File: src/rtl/spi_trig_seq.sv
`timescale 1ns/1ps
`default_nettype none
// ============================================================================
// Module   : spi_trig_seq
// Brief    : Counts qualified SPI pattern matches, fires a trigger on the Nth,
//            applies a holdoff, then re-arms or stops. Bus regs 0x74..0x88.
// Options  : SPI_SEQ_TIMEOUT_EN adds the forced auto-trigger timeout (0x88).
// Revision : 1.0 - initial release
// ============================================================================
module spi_trig_seq #(
    parameter int CNT_W  = 16,
    parameter int HOLD_W = 32
) (
    input  logic        clk,
    input  logic        rst,
    input  logic [31:0] sys_addr,
    input  logic [31:0] sys_wdata,
    input  logic        sys_wen,
    input  logic        sys_ren,
    output logic [31:0] sys_rdata,
    output logic        sys_ack,
    input  logic        trg_in,
    input  logic        trg_valid,
    output logic        trig_out,
    output logic        armed
);
    typedef enum logic [1:0] {
        S_IDLE  = 2'd0,
        S_ARMED = 2'd1,
        S_FIRE  = 2'd2,
        S_HOLD  = 2'd3
    } state_t;

    localparam logic [19:0] c_ADDR_CTRL   = 20'h74;
    localparam logic [19:0] c_ADDR_MATCH  = 20'h78;
    localparam logic [19:0] c_ADDR_HOLD   = 20'h7C;
    localparam logic [19:0] c_ADDR_STATUS = 20'h80;
    localparam logic [19:0] c_ADDR_FIRES  = 20'h84;
    localparam logic [19:0] c_ADDR_TMO    = 20'h88;

    state_t            r_state, w_nextState;
    logic [CNT_W-1:0]  r_matchCfg, r_count, w_effCnt;
    logic [CNT_W:0]    w_cntInc;
    logic [HOLD_W-1:0] r_holdoff, r_holdCnt;
    logic              r_cont, r_consec, r_done, r_ack;
    logic [31:0]       r_fireCount, r_rdata, w_rdMux, w_cntExt;
    logic [19:0]       w_addr;
    logic              w_inRange, w_ctrlWr, w_arm, w_disarm, w_qual, w_reach;
    logic              w_tmoHit, w_fireByTmo, w_tmo, w_unused;

    assign w_addr    = sys_addr[19:0];
    assign w_inRange = (w_addr >= c_ADDR_CTRL) && (w_addr <= c_ADDR_TMO);
    assign w_ctrlWr  = sys_wen && (w_addr == c_ADDR_CTRL);
    // DISARM has priority over ARM when both bits are written together
    assign w_disarm  = w_ctrlWr && sys_wdata[1];
    assign w_arm     = w_ctrlWr && sys_wdata[0] && !sys_wdata[1];
    assign w_qual    = (r_state == S_ARMED) && trg_valid && trg_in;
    assign w_effCnt  = (r_matchCfg == '0) ? CNT_W'(1) : r_matchCfg;
    assign w_cntInc  = {1'b0, r_count} + (CNT_W+1)'(1);
    // >= so that lowering MATCH_CNT below the current count fires on the next match
    assign w_reach   = w_cntInc >= {1'b0, w_effCnt};
    assign w_cntExt  = 32'(r_count);

    assign trig_out  = (r_state == S_FIRE);
    assign armed     = (r_state == S_ARMED);
    assign sys_ack   = r_ack;
    assign sys_rdata = r_rdata;

`ifdef SPI_SEQ_TIMEOUT_EN
    logic [31:0] r_timeout, r_tmoCnt;
    logic        r_tmo;

    assign w_tmoHit = (r_timeout != 32'd0) && (r_tmoCnt >= r_timeout - 32'd1) && !w_qual;
    assign w_tmo    = r_tmo;
    assign w_unused = ^sys_addr[31:20];

    always_ff @(posedge clk or posedge rst) begin
        if (rst) begin
            r_timeout <= 32'd0;
            r_tmoCnt  <= 32'd0;
            r_tmo     <= 1'b0;
        end else begin
            if (sys_wen && (w_addr == c_ADDR_TMO))
                r_timeout <= sys_wdata;
            if ((r_state == S_ARMED) && (w_nextState == S_ARMED) && !w_qual && !w_arm)
                r_tmoCnt <= r_tmoCnt + 32'd1;
            else
                r_tmoCnt <= 32'd0;
            if (w_arm && ((r_state == S_IDLE) || (r_state == S_ARMED)))
                r_tmo <= 1'b0;
            else if (w_fireByTmo)
                r_tmo <= 1'b1;
        end
    end
`else
    assign w_tmoHit = 1'b0;
    assign w_tmo    = 1'b0;
    assign w_unused = ^{sys_addr[31:20], w_fireByTmo};
`endif

    always_comb begin
        w_nextState = r_state;
        w_fireByTmo = 1'b0;
        case (r_state)
            S_IDLE: begin
                if (w_arm)
                    w_nextState = S_ARMED;
            end
            S_ARMED: begin
                if (w_disarm)
                    w_nextState = S_IDLE;
                else if (w_arm)
                    w_nextState = S_ARMED;
                else if (w_qual && w_reach)
                    w_nextState = S_FIRE;
                else if (w_tmoHit) begin
                    w_nextState = S_FIRE;
                    w_fireByTmo = 1'b1;
                end
            end
            S_FIRE: begin
                w_nextState = w_disarm ? S_IDLE : S_HOLD;
            end
            S_HOLD: begin
                if (w_disarm)
                    w_nextState = S_IDLE;
                else if (r_holdCnt == '0)
                    w_nextState = r_cont ? S_ARMED : S_IDLE;
            end
            default: w_nextState = S_IDLE;
        endcase
    end

    always_ff @(posedge clk or posedge rst) begin
        if (rst) begin
            r_state     <= S_IDLE;
            r_matchCfg  <= CNT_W'(1);
            r_holdoff   <= '0;
            r_cont      <= 1'b0;
            r_consec    <= 1'b0;
            r_count     <= '0;
            r_done      <= 1'b0;
            r_holdCnt   <= '0;
            r_fireCount <= 32'd0;
        end else begin
            r_state <= w_nextState;
            if (w_ctrlWr) begin
                r_cont   <= sys_wdata[2];
                r_consec <= sys_wdata[3];
            end
            if (sys_wen && (w_addr == c_ADDR_MATCH))
                r_matchCfg <= sys_wdata[CNT_W-1:0];
            if (sys_wen && (w_addr == c_ADDR_HOLD))
                r_holdoff <= sys_wdata[HOLD_W-1:0];

            case (r_state)
                S_IDLE: begin
                    if (w_disarm)
                        r_count <= '0;
                    else if (w_arm) begin
                        r_count <= '0;
                        r_done  <= 1'b0;
                    end
                end
                S_ARMED: begin
                    if (w_disarm || w_arm)
                        r_count <= '0;
                    else if (w_qual)
                        r_count <= w_cntInc[CNT_W-1:0];
                    else if (trg_valid && !trg_in && r_consec)
                        r_count <= '0;
                end
                S_FIRE: begin
                    r_fireCount <= r_fireCount + 32'd1;
                    r_holdCnt   <= r_holdoff;
                    if (w_disarm)
                        r_count <= '0;
                end
                S_HOLD: begin
                    if (w_disarm)
                        r_count <= '0;
                    else if (r_holdCnt == '0) begin
                        if (r_cont)
                            r_count <= '0;
                        else
                            r_done <= 1'b1;
                    end else
                        r_holdCnt <= r_holdCnt - HOLD_W'(1);
                end
                default: r_count <= '0;
            endcase
        end
    end

    always_comb begin
        w_rdMux = 32'd0;
        case (w_addr)
            c_ADDR_CTRL:   w_rdMux = {28'd0, r_consec, r_cont, 2'b00};
            c_ADDR_MATCH:  w_rdMux = 32'(r_matchCfg);
            c_ADDR_HOLD:   w_rdMux = 32'(r_holdoff);
            c_ADDR_STATUS: w_rdMux = {w_cntExt[15:0], 12'd0, w_tmo, r_done, r_state};
            c_ADDR_FIRES:  w_rdMux = r_fireCount;
`ifdef SPI_SEQ_TIMEOUT_EN
            c_ADDR_TMO:    w_rdMux = r_timeout;
`endif
            default:       w_rdMux = 32'd0;
        endcase
    end

    always_ff @(posedge clk or posedge rst) begin
        if (rst) begin
            r_ack   <= 1'b0;
            r_rdata <= 32'd0;
        end else begin
            r_ack   <= (sys_wen || sys_ren) && w_inRange;
            r_rdata <= (sys_ren && w_inRange) ? w_rdMux : 32'd0;
        end
    end

endmodule
`default_nettype wire

File: config.mk
export PLATFORM = sky130hd
export DESIGN_NAME = spi_trig_seq
export DESIGN_NICKNAME = d
export VERILOG_FILES = /design/src/rtl/spi_trig_seq.sv
export SDC_FILE = /design/constraint.sdc
export NUM_CORES = 1
export LEC_CHECK = 0
export ABC_AREA = 1
export BUFFER_PORTS_ARGS = -buffer_cell sky130_fd_sc_hd__buf_2
export CORE_ASPECT_RATIO = 1.2
export CORE_MARGIN = 5
export CORE_UTILIZATION = 60
export DETAILED_ROUTE_END_ITERATION = 6
export PLACE_DENSITY_LB_ADDON = 0.25
export SLEW_MARGIN = 20
export SYNTH_ARGS = -nofsm -noshare
export SYNTH_HDL_FRONTEND = slang
export SYNTH_SLANG_ARGS = --single-unit
File: constraint.sdc
create_clock -name clk -period 8.1 [get_ports clk]
set_input_delay 0.81 -clock clk [delete_from_list [all_inputs] [get_ports clk]]
set_output_delay 0.81 -clock clk [all_outputs]
set_load 0.01 [all_outputs]
==> results of run 1 <==
## cell families (layout without fill, tap and decap cells)
kind of cell / Yosys count / count (layout)
AOI/OAI and AO/OA: 184 / 184
xor gates and xnor gates: 49 / 49
adders and majority gates: 19 / 19
buffers and inverters: 197 / 286
DFF: 166 / 166
and+or+nand+nor: 638 / 638
## cells in the mapped netlist, types with 2 or more instances
cell type | count | share of area
sky130_fd_sc_hd__dfrtp_1 | 165 | 0.44
sky130_fd_sc_hd__o21ai_0 | 76 | 0.041
sky130_fd_sc_hd__xor2_1 | 45 | 0.042
sky130_fd_sc_hd__nor3_1 | 21 | 0.011
sky130_fd_sc_hd__nand4_1 | 23 | 0.015
sky130_fd_sc_hd__a21oi_1 | 55 | 0.029
sky130_fd_sc_hd__nor4_1 | 10 | 0.0067
sky130_fd_sc_hd__a22oi_1 | 2 | 0.0016
sky130_fd_sc_hd__o211ai_1 | 5 | 0.0040
sky130_fd_sc_hd__nor2_1 | 137 | 0.055
sky130_fd_sc_hd__buf_6 | 4 | 0.0048
sky130_fd_sc_hd__nor2_4 | 4 | 0.0048
sky130_fd_sc_hd__xnor2_1 | 4 | 0.0037
sky130_fd_sc_hd__o21ai_2 | 4 | 0.0037
sky130_fd_sc_hd__clkbuf_1 | 10 | 0.0040
sky130_fd_sc_hd__inv_1 | 150 | 0.060
sky130_fd_sc_hd__o21ai_1 | 16 | 0.0085
sky130_fd_sc_hd__inv_2 | 7 | 0.0028
sky130_fd_sc_hd__o22ai_1 | 16 | 0.011
sky130_fd_sc_hd__clkinv_1 | 2 | 0.00080
sky130_fd_sc_hd__o31ai_1 | 2 | 0.0016
sky130_fd_sc_hd__buf_2 | 20 | 0.011
sky130_fd_sc_hd__nand2_1 | 337 | 0.13
sky130_fd_sc_hd__a31oi_1 | 3 | 0.0020
sky130_fd_sc_hd__ha_1 | 19 | 0.025
sky130_fd_sc_hd__nand3_2 | 3 | 0.0032
sky130_fd_sc_hd__buf_4 | 3 | 0.0024
sky130_fd_sc_hd__nand3_1 | 81 | 0.043
sky130_fd_sc_hd__nand2_2 | 9 | 0.0060
sky130_fd_sc_hd__nor2_2 | 6 | 0.0040
## worst max-delay path by stage
stage	start	end	slack (ns)
after floorplan	rst	r_consec	2.80
after global placement	sys_addr[8]	sys_rdata[14]	4.82
after detailed placement	sys_addr[11]	sys_rdata[14]	4.79
after CTS	r_state[0]	r_holdCnt[23]	4.84
after global routing	r_state[0]	r_holdCnt[27]	4.53
final	r_state[0]	r_holdCnt[23]	4.79
## per-layer routing
| layer | wire length (µm) | part of all wire |
|---|---|---|
| met5 | 0 | 0 |
| met2 | 12360 | 0.48 |
| met1 | 10750 | 0.42 |
| met3 | 1762 | 0.068 |
| met4 | 992 | 0.038 |
## worst max-delay path, cell delays in order, from the launching register on
cell and delay [ns]:
sky130_fd_sc_hd__dfrtp_1 0.48, sky130_fd_sc_hd__nand2_2 0.60, sky130_fd_sc_hd__inv_1 0.08, sky130_fd_sc_hd__buf_4 0.29
sky130_fd_sc_hd__nand4_1 0.19, sky130_fd_sc_hd__nand3_2 0.44, sky130_fd_sc_hd__inv_2 0.71, sky130_fd_sc_hd__o21ai_0 0.20
sky130_fd_sc_hd__o21ai_0 0.19
## flip-flops by register name, summed over array words and instances, names as in the netlist
signal	cells
r_done	1
r_consec	1
r_count	16
r_state	2
r_matchCfg	16
r_holdoff	32
r_holdCnt	32
r_cont	1
sys_ack	1
r_fireCount	32
sys_rdata	32
## layout make-up
class                   instances  area (µm²)
inverters                     159       601.8
clock inverters                10       97.59
clock buffers                  22       484.2
repair buffers                 95       483.0
multi-input cells             890        4424
well taps                     208       260.3
fillers                      1357        5009
flip-flops and latches        166        4155
## power by group through the flow
stage | clock network (mW) | registers, mW | logic, mW
after floorplan | 0 | 0.977 | 0.607
after global placement | 0 | 0.997 | 0.750
final | 0.793 | 0.988 | 0.780
after detailed placement | 0 | 0.998 | 0.767
after global routing | 0.833 | 0.998 | 0.887
after CTS | 0.795 | 0.985 | 0.771
==> results.cfg, run 1 <==
[yosys]
syn_area_um2 = 9385
number_of_different_library_cells_in_the_post_synthesis_netlist = 44
synthAdderAreaFrac = 0.02533
syn_area_per_cell_um2 = 7.490
ys_dominant_reg_cell = sky130_fd_sc_hd__dfrtp_1
synth_top_family_by_area = simple AND/OR/NAND/NOR gates
postSynthNetCount = 1342
syn-instance-count = 1253
synth_simple_gate_area_frac = 0.2934
ys_seq_area_frac = 0.4427
yosys.area_share.xor_xnor = 0.04573
synth_warnings = 0
synth_compound_area_frac = 0.1069
fraction_of_synthesized_area_in_multiplexers = 0
synth_async_sr_flop_share = 1.000
synth-edff-count = 0
ys_seq_elements = 166

[sta]
setup_ws_ns = 4.785
final.setup.tns_ns = 0
report.final.setup_viol = 0
grt_setup_unrepaired = no
hold_slack_ns = 0.4828
finClkSkew_ns = 0.01169
maxClockFrequency_ghz = 0.3017
report.final.slew_viol_count = 0
finalHoldViolations = 0
finalCritPeriodShare = 0.4093
min_period_ns = 3.315
relative_slew_slack = 0.3130
timing_worst_slew_pin_value_ns = 1.027

[critical_path]
setup.worst_path.end_class = flop
critPathMaxFanout = 41
r2r_start = r_state[0]
worst_ep_required_time_ns = 8.45
r2r_cells = 8
cp.arrival_ns = 3.67
timing.setup.critical_path_class = reg -> reg
r2r_setup_slack_ns = 4.79
worstReg2RegEnd = r_holdCnt[23]
crit_path_start_kind = flop

[detailed_routing]
drt_wl_total_um = 25870
avgViaCountPerCell = 5.589
drt_pre_antenna_iters = 6
detail_route.iter0.violations = 852
route.detailed.wl_per_inst_um = 16.69
final_antenna_net_count = 0
drt_drc_violations_left = 0
via_count = 8663

[finish]
post_route_cells_drive_above_1_share = 0.1252
final_cell_area_um2 = 10510
num_antenna_cells = 0
final_cell_mix = sky130_fd_sc_hd__nand2_1, sky130_fd_sc_hd__dfrtp_1, sky130_fd_sc_hd__inv_1
nNetsFinal = 1418
mostFrequentLayoutCell = sky130_fd_sc_hd__nand2_1
layout.core_utilization = 0.6772
area_delta_synth_final_pct = 11.94
finish.cell_count_without_fillers = 1550

[place]
globalplace.congestion = 0.9368
buffer_ports.inserted = 92
placed_cell_area_um2 = 9925
detailedPlace.worstSlack_ns = 4.788
place_hpwl_um = 18810
place_inst = 1518

[floorplanning]
boundaryPins = 105
fp-row-count = 50
total_die_area_um2 = 18250
floorplan.die.height_um = 147.0
floorplan.initialDensity = 0.6049
die_boundary_width_um = 124.2
core_area_um2 = 15510

[grt]
global_route_met2_usage = 0.4543
grt_pass1_vias = 8199
grt_overflow = 0
grt.met1_usage = 0.3991
grt_use_total = 0.2931
grt_busiest_layer = met2
grt_start_max_net_pins = 105
grt_antenna_before_repair = 0
wire_length_of_the_first_global_routing_pass_um = 41690
grt.met3_usage = 0.06084

[clocking]
h-tree-depth = 4
tritoncts_clock_tree = yes
root_buffer = sky130_fd_sc_hd__clkbuf_16
cts-buffers-inserted = 17
cts_max_path_buffers = 2
clk-insertion-delay-late_ns = 0.44
clk_pin_slew_worst_paths_ns = 0.06
post_cts_sizing_count = 0
numClockSinks = 166
cts_hold_repair.buffers = 0
postCtsSetupRepairBufs = 0

[hold_path]
min_path_type = reg -> reg
holdCritStartpoint = r_count[15]
worst_hold_path.num_cells = 2
min_to = r_count[15]

[pwr]
finalPower_mw = 2.561
pwr-share-seq = 0.386
cellLeakagePower_nw = 5.283
power_density_nw_per_um2 = 243.8
internal_power_mw = 1.594
clkPwrFrac = 0.309
share_comb_of_total_power = 0.305
switching_share_of_total_power = 0.3777
irDropWorstVdd_mv = 0.1324
power_switching_uw = 967.5

[flow_run]
max_cap_violations = 0

[run_status]
status = finished, final reports clean
(Power assumes the default switching activity.)
==> run 2: changes to the inputs <==
--- a/config.mk
+++ b/config.mk
@@ -9,7 +9,7 @@
 export BUFFER_PORTS_ARGS = -buffer_cell sky130_fd_sc_hd__buf_2
 export CORE_ASPECT_RATIO = 1.2
 export CORE_MARGIN = 5
-export CORE_UTILIZATION = 60
+export CORE_UTILIZATION = 59
 export DETAILED_ROUTE_END_ITERATION = 6
 export PLACE_DENSITY_LB_ADDON = 0.25
 export SLEW_MARGIN = 20
==> constraint.sdc (replaced) <==
create_clock -name clk -period 3.3 [get_ports clk]
set_input_delay 0.33 -clock clk [delete_from_list [all_inputs] [get_ports clk]]
set_output_delay 0.33 -clock clk [all_outputs]
set_load 0.01 [all_outputs]
==> run 2 against run 1 <==
  * Maximum frequency up 15%
  * Design area up 1.2%
  * Combinational power up 150%
  * Critical endpoint is now r_state[0]
  * Largest power group unchanged
  * Highest routed layer is now met5
==> results.cfg, run 2 (same netlist as run 1, synthesis figures left out) <==
[sta]
grt_setup_unrepaired = no
setup_ws_ns = 0.4164
min_period_ns = 2.884
relative_slew_slack = 0.3379
finClkSkew_ns = 0.01456
hold_slack_ns = 0.03663
maxClockFrequency_ghz = 0.3468
report.final.setup_viol = 0
finalHoldViolations = 0
report.final.slew_viol_count = 0
final.setup.tns_ns = 0
finalCritPeriodShare = 0.8738
timing_worst_slew_pin_value_ns = 0.9897

[finish]
area_delta_synth_final_pct = 13.26
final_cell_mix = sky130_fd_sc_hd__nand2_1, sky130_fd_sc_hd__dfrtp_1, sky130_fd_sc_hd__inv_1
final_cell_area_um2 = 10630
finish.cell_count_without_fillers = 1556
n_fill_cell = 1347
layout.core_utilization = 0.6797
num_antenna_cells = 0
mostFrequentLayoutCell = sky130_fd_sc_hd__nand2_1
post_route_cells_drive_above_1_share = 0.1298
nNetsFinal = 1424

[hold_path]
min_path_type = in -> async

[detailed_routing]
final_antenna_net_count = 0
detail_route.iter0.violations = 975
drt_drc_violations_left = 0
via_count = 8687
drt_pre_antenna_iters = 6
route.detailed.wl_per_inst_um = 16.75
avgViaCountPerCell = 5.583
drt_wl_total_um = 26060

[pwr]
cellLeakagePower_nw = 5.339
irDropWorstVdd_mv = 0.4444
power_density_nw_per_um2 = 611.9
finalPower_mw = 6.504

[critical_path]
path_delay_family = simple AND/OR/NAND/NOR gates
cpMaxStageDelayCell = sky130_fd_sc_hd__dfrtp_1
cp_cell_sequence = inv_1 > nor3_2 > nand3_1 > nor2_1 > nand3_1 > xor2_1 > ha_1 > nand2_1 > inv_1 > nand2_1 > nor2_1 > nand2_1 > nand3_1 > nor2_1 > nand2_1 > nand2_1 > nand3_1 > nand3_1 > nand2_1
critPathMaxStageDelay_ns = 0.43
setup.worst_path.end_class = flop
critPathMaxFanout = 4
crit_path_start_kind = flop
timing.setup.critical_path_class = reg -> reg
cp.arrival_ns = 3.22
worst_ep_required_time_ns = 3.63
timing.critical_path.buf_inv = 2
timing.critical_path.mode_cell = sky130_fd_sc_hd__nand2_1

[clocking]
postCtsSetupRepairBufs = 0
cts_hold_repair.buffers = 0
clk-insertion-delay-late_ns = 0.44
tritoncts_clock_tree = yes
cts_max_path_buffers = 2
numClockSinks = 166
root_buffer = sky130_fd_sc_hd__clkbuf_16
cts-buffers-inserted = 17
h-tree-depth = 4
post_cts_sizing_count = 0
clk_pin_slew_worst_paths_ns = 0.07

[grt]
grt_antenna_before_repair = 1
grt_pass1_vias = 8428
grt_start_max_net_pins = 78
wire_length_of_the_first_global_routing_pass_um = 42100
grt_overflow = 0
grt_use_total = 0.2842

[place]
place_inst = 1524
buffer_ports.inserted = 92
place_hpwl_um = 18840
detailedPlace.worstSlack_ns = 0.3787
placed_cell_area_um2 = 9993
globalplace.congestion = 0.9990

[floorplanning]
die_boundary_width_um = 125.1
boundaryPins = 105
floorplan.die.height_um = 148.2
floorplan.initialDensity = 0.6001
core_area_um2 = 15640
fp-row-count = 50
total_die_area_um2 = 18540

[run_status]
status = finished, final reports clean

[flow_run]
max_cap_violations = 0
-- run 2: cell types whose count changed in the layout (fill, tap and decap cells not counted) --
cell and change:
sky130_fd_sc_hd__clkbuf_8 -2, sky130_fd_sc_hd__clkinv_2 +1, sky130_fd_sc_hd__clkinv_4 -3, sky130_fd_sc_hd__buf_4 +4, sky130_fd_sc_hd__clkinvlp_4 +1, sky130_fd_sc_hd__nor3_1 -1, sky130_fd_sc_hd__nor3_2 +1, sky130_fd_sc_hd__bufinv_16 +3
sky130_fd_sc_hd__buf_12 +2
-- run 2: final cells by class --
type                    count  area [µm²]  share of cell area
well taps                 208       260.3             0.02448
repair buffers            101       553.0             0.05202
clock buffers              20       456.7             0.04296
clock inverters            12       175.2             0.01648
multi-input cells         890        4429              0.4167
inverters                 159       600.6             0.05650
flip-flops and latches    166        4155              0.3909
-- run 2: report_power, final --
group / leakage, nW / internal (mW) / switching [mW]
Combinational: 2.75 / 0.587 / 1.35
Sequential: 2.29 / 2.22 / 0.210
Clock: 0.302 / 1.31 / 0.833
Total: 5.34 / 4.11 / 2.39
-- run 2: worst register-to-register path, cell delays in order, from the launching register on --
cell	delay [ns]
sky130_fd_sc_hd__dfrtp_1	0.43
sky130_fd_sc_hd__inv_1	0.11
sky130_fd_sc_hd__nor3_2	0.24
sky130_fd_sc_hd__nand3_1	0.17
sky130_fd_sc_hd__nor2_1	0.25
sky130_fd_sc_hd__nand3_1	0.13
sky130_fd_sc_hd__xor2_1	0.25
sky130_fd_sc_hd__ha_1	0.30
sky130_fd_sc_hd__nand2_1	0.08
sky130_fd_sc_hd__inv_1	0.05
sky130_fd_sc_hd__nand2_1	0.06
sky130_fd_sc_hd__nor2_1	0.04
sky130_fd_sc_hd__nand2_1	0.04
sky130_fd_sc_hd__nand3_1	0.06
sky130_fd_sc_hd__nor2_1	0.09
sky130_fd_sc_hd__nand2_1	0.15
sky130_fd_sc_hd__nand2_1	0.10
sky130_fd_sc_hd__nand3_1	0.11
sky130_fd_sc_hd__nand3_1	0.08
sky130_fd_sc_hd__nand2_1	0.05
-- run 2: layer usage --
metal | share of wire | track usage | up-vias
li1 | - | - | 4187
met1 | 0.41 | 0.3658 | 4043
met2 | 0.48 | 0.4801 | 379
met3 | 0.069 | 0.05316 | 76
met4 | 0.033 | 0.1079 | 2
met5 | 0.00050 | 0 | -
-- run 2: worst paths after layout --
path                                from             to  slack [ns]  depth (start not counted)
setup / recovery              r_count[0]     r_state[0]        0.42                         19
hold / removal                       rst  sys_rdata[25]        0.04                          2
setup reg to reg              r_count[0]     r_state[0]        0.42                         19
hold reg to reg              r_count[15]    r_count[15]        0.49                          2
max in group asynchronous            rst  r_matchCfg[0]        2.39                          3
min in group clk           sys_wdata[31]  r_holdoff[31]        0.14                          3
==> run 3: changes to the inputs <==
--- a/config.mk
+++ b/config.mk
@@ -5,11 +5,11 @@
 export SDC_FILE = /design/constraint.sdc
 export NUM_CORES = 1
 export LEC_CHECK = 0
-export ABC_AREA = 1
+export ABC_AREA = 0
 export BUFFER_PORTS_ARGS = -buffer_cell sky130_fd_sc_hd__buf_2
 export CORE_ASPECT_RATIO = 1.2
-export CORE_MARGIN = 5
-export CORE_UTILIZATION = 59
+export CORE_MARGIN = 2
+export CORE_UTILIZATION = 58
 export DETAILED_ROUTE_END_ITERATION = 6
 export PLACE_DENSITY_LB_ADDON = 0.25
 export SLEW_MARGIN = 20
==> run 3 against run 2 <==
  * The flow now finishes with violations (design-rule violations)
  * Setup slack got worse by 0.21 ns
  * Register-to-register slack got worse by 0.21 ns
  * Critical path depth decreased by 7
  * Routed wire length decreased by 8.8%
  * Critical path type unchanged
  * Largest cell class is now sequential cells
==> results.cfg, run 3 <==
[pwr]
cellLeakagePower_nw = 4.558
power_density_nw_per_um2 = 633.4
irDropWorstVdd_mv = 0.5369

[flow_run]
max_cap_violations = 0

[hold_path]
worst_hold_path.num_cells = 2
min_path_type = in -> reg

[clocking]
cts-buffers-inserted = 17
h-tree-depth = 4
tritoncts_clock_tree = yes
clk-insertion-delay-late_ns = 0.43
postCtsSetupRepairBufs = 0
root_buffer = sky130_fd_sc_hd__clkbuf_16
numClockSinks = 166
cts_max_path_buffers = 2
clk_pin_slew_worst_paths_ns = 0.07

[yosys]
ys_seq_area_frac = 0.4940
ys_dominant_reg_cell = sky130_fd_sc_hd__dfrtp_1
postSynthNetCount = 916
synth_largest_type_area_fraction = 0.4909
synth_warnings = 0
syn_area_um2 = 8411
synth_async_sr_flop_share = 1.000
synth.cells.most_frequent = sky130_fd_sc_hd__dfrtp_1, sky130_fd_sc_hd__nand2_1, sky130_fd_sc_hd__nor2_1
ys_seq_elements = 166
synth_most_common_cell = sky130_fd_sc_hd__dfrtp_1
syn_area_per_cell_um2 = 10.17
yosys.area.top_type = sky130_fd_sc_hd__dfrtp_1
number_of_different_library_cells_in_the_post_synthesis_netlist = 62
syn-instance-count = 827
synth-edff-count = 0
ys_top_cells_by_area = sky130_fd_sc_hd__dfrtp_1, sky130_fd_sc_hd__mux2_2, sky130_fd_sc_hd__a222oi_1

[critical_path]
timing.critical_path.buf_inv = 0
timing.critical_path.mode_cell = sky130_fd_sc_hd__and3_1
worstSetupPathDepth = 12
critPathMaxStageDelay_ns = 0.45
crit_path_start_kind = flop
cp.arrival_ns = 3.41
r2r_cells = 12
cpMaxStageDelayCell = sky130_fd_sc_hd__dfrtp_1
setup.worst_path.end_class = flop
cp_cell_sequence = ha_1 > and3_1 > and3_1 > and3_1 > xor2_1 > ha_1 > a211oi_1 > nor2_1 > a2111oi_0 > a21o_1 > a21oi_1 > a31o_2
timing.setup.critical_path_class = reg -> reg
critPathMaxFanout = 7
path_delay_family = compound AO/OA/AOI/OAI gates
worst_ep_required_time_ns = 3.62

[finish]
post_route_cells_drive_above_1_share = 0.2431
finish.cell_count_without_fillers = 1118
nNetsFinal = 1019
area_delta_synth_final_pct = 16.26
mostFrequentLayoutCell = sky130_fd_sc_hd__dfrtp_1
final_cell_mix = sky130_fd_sc_hd__dfrtp_1, sky130_fd_sc_hd__buf_2, sky130_fd_sc_hd__nand2_1

[detailed_routing]
drt_wl_total_um = 23760
drt_pre_antenna_iters = 7
drt_drc_violations_left = 7
route.detailed.wl_per_inst_um = 21.25
avgViaCountPerCell = 6.490
detail_route.iter0.violations = 764
final_antenna_net_count = 0
via_count = 7256

[run_status]
failing_checks = design-rule violations
status = finished with violations

[sta]
final.setup.tns_ns = 0
maxClockFrequency_ghz = 0.3232
finClkSkew_ns = 0.008604
report.final.setup_viol = 0
finalHoldViolations = 0
timing_worst_slew_pin_value_ns = 0.8624
relative_slew_slack = 0.4198
min_period_ns = 3.094
report.final.slew_viol_count = 0
finalCritPeriodShare = 0.9375
grt_setup_unrepaired = no

[grt]
grt_start_max_net_pins = 83
grt_antenna_before_repair = 1
wire_length_of_the_first_global_routing_pass_um = 38400
grt_use_total = 0.3236
grt_overflow = 0
grt_pass1_vias = 7210

[place]
place_inst = 1085
globalplace.congestion = 0.9534
place_hpwl_um = 17240
buffer_ports.inserted = 92

[floorplanning]
fp-row-count = 48
floorplan.initialDensity = 0.5884
floorplan.die.height_um = 135.9
boundaryPins = 105
core_area_um2 = 14290
total_die_area_um2 = 15480
die_boundary_width_um = 113.9
run 3: cell types whose count changed after synthesis, sizes merged, moves of 33 or more:
cell,change
xor2,-33
nand3,-59
o21ai,-67
nor2,-72
mux2,+51
nand2,-265
inv,-129
run 3: layout make-up:
class	instances	area (µm²)
inverters	29	112.6
clock inverters	12	122.6
repair buffers	125	735.7
well taps	175	219.0
flip-flops and latches	166	4155
fillers	1118	4516
clock buffers	19	442.9
diodes	1	2.502
multi-input cells	591	3988
run 3: worst paths after layout:
| kind | slack (ns) | end | start |
|---|---|---|---|
| setup / recovery | 0.21 | r_state[1] | r_count[0] |
| hold / removal | 0.13 | r_holdoff[21] | sys_wdata[21] |
| hold reg to reg | 0.50 | r_fireCount[17] | r_fireCount[17] |
| min in group asynchronous | 0.39 | r_holdoff[24] | rst |
| setup reg to reg | 0.21 | r_state[1] | r_count[0] |
| max in group asynchronous | 2.19 | r_matchCfg[0] | rst |
run 3: power breakdown:
group / internal (mW) / switching [mW]
clock network: 1.07 / 0.851
logic: 0.649 / 1.14
registers: 2.24 / 0.249
run 3: cells by family after synthesis:
family | count (synthesis) | share of synthesized area
and+or+nand+nor | 315 | 0.1906
DFF | 166 | 0.4940
AOI/OAI and AO/OA | 161 | 0.1382
buffers and inverters | 70 | 0.03377
muxes | 51 | 0.06828
xor gates and xnor gates | 45 | 0.04686
adders and majority gates | 19 | 0.02827
run 3: worst reg2reg max path: stages, from the launching register on:
cell and delay (ns):
sky130_fd_sc_hd__dfrtp_1 0.45, sky130_fd_sc_hd__ha_1 0.25, sky130_fd_sc_hd__and3_1 0.23, sky130_fd_sc_hd__and3_1 0.19, sky130_fd_sc_hd__and3_1 0.19, sky130_fd_sc_hd__xor2_1 0.15, sky130_fd_sc_hd__ha_1 0.33, sky130_fd_sc_hd__a211oi_1 0.22
sky130_fd_sc_hd__nor2_1 0.08, sky130_fd_sc_hd__a2111oi_0 0.40, sky130_fd_sc_hd__a21o_1 0.17, sky130_fd_sc_hd__a21oi_1 0.08, sky130_fd_sc_hd__a31o_2 0.26
run 3: metrics by stage:
step | util | worst slack, ns | power (mW) | hold WS [ns] | instance area [µm²]
finish | 0.6841 | 0.2063 | 6.193 | 0.1322 | 9778
detailed placement | 0.6436 | 0.2841 | 4.259 | 0.2875 | 9200
CTS | 0.6839 | 0.2296 | 6.165 | 0.1250 | 9776
floorplan | - | 0.3882 | 3.717 | 0.4418 | 8414
global placement | 0.6436 | 0.2891 | 4.201 | 0.2768 | 9200
global route | 0.6841 | 0.02125 | 6.500 | 0.1250 | 9778
run 3: layer usage:
layer | GRT usage | wire, µm | vias to the layer above
met5 | 0 | 0 | -
met4 | 0.1362 | 817 | 0
met3 | 0.06420 | 1689 | 67
met2 | 0.5053 | 11270 | 337
met1 | 0.4441 | 9982 | 3582
li1 | - | - | 3270
run 3: what timing repair did:
item / in CTS / in global routing
endpoints found under the hold margin: 7 / 0
gates resized for setup: 0 / 0
hold buffers: 1 / 0
endpoints found under the setup margin: 0 / 0
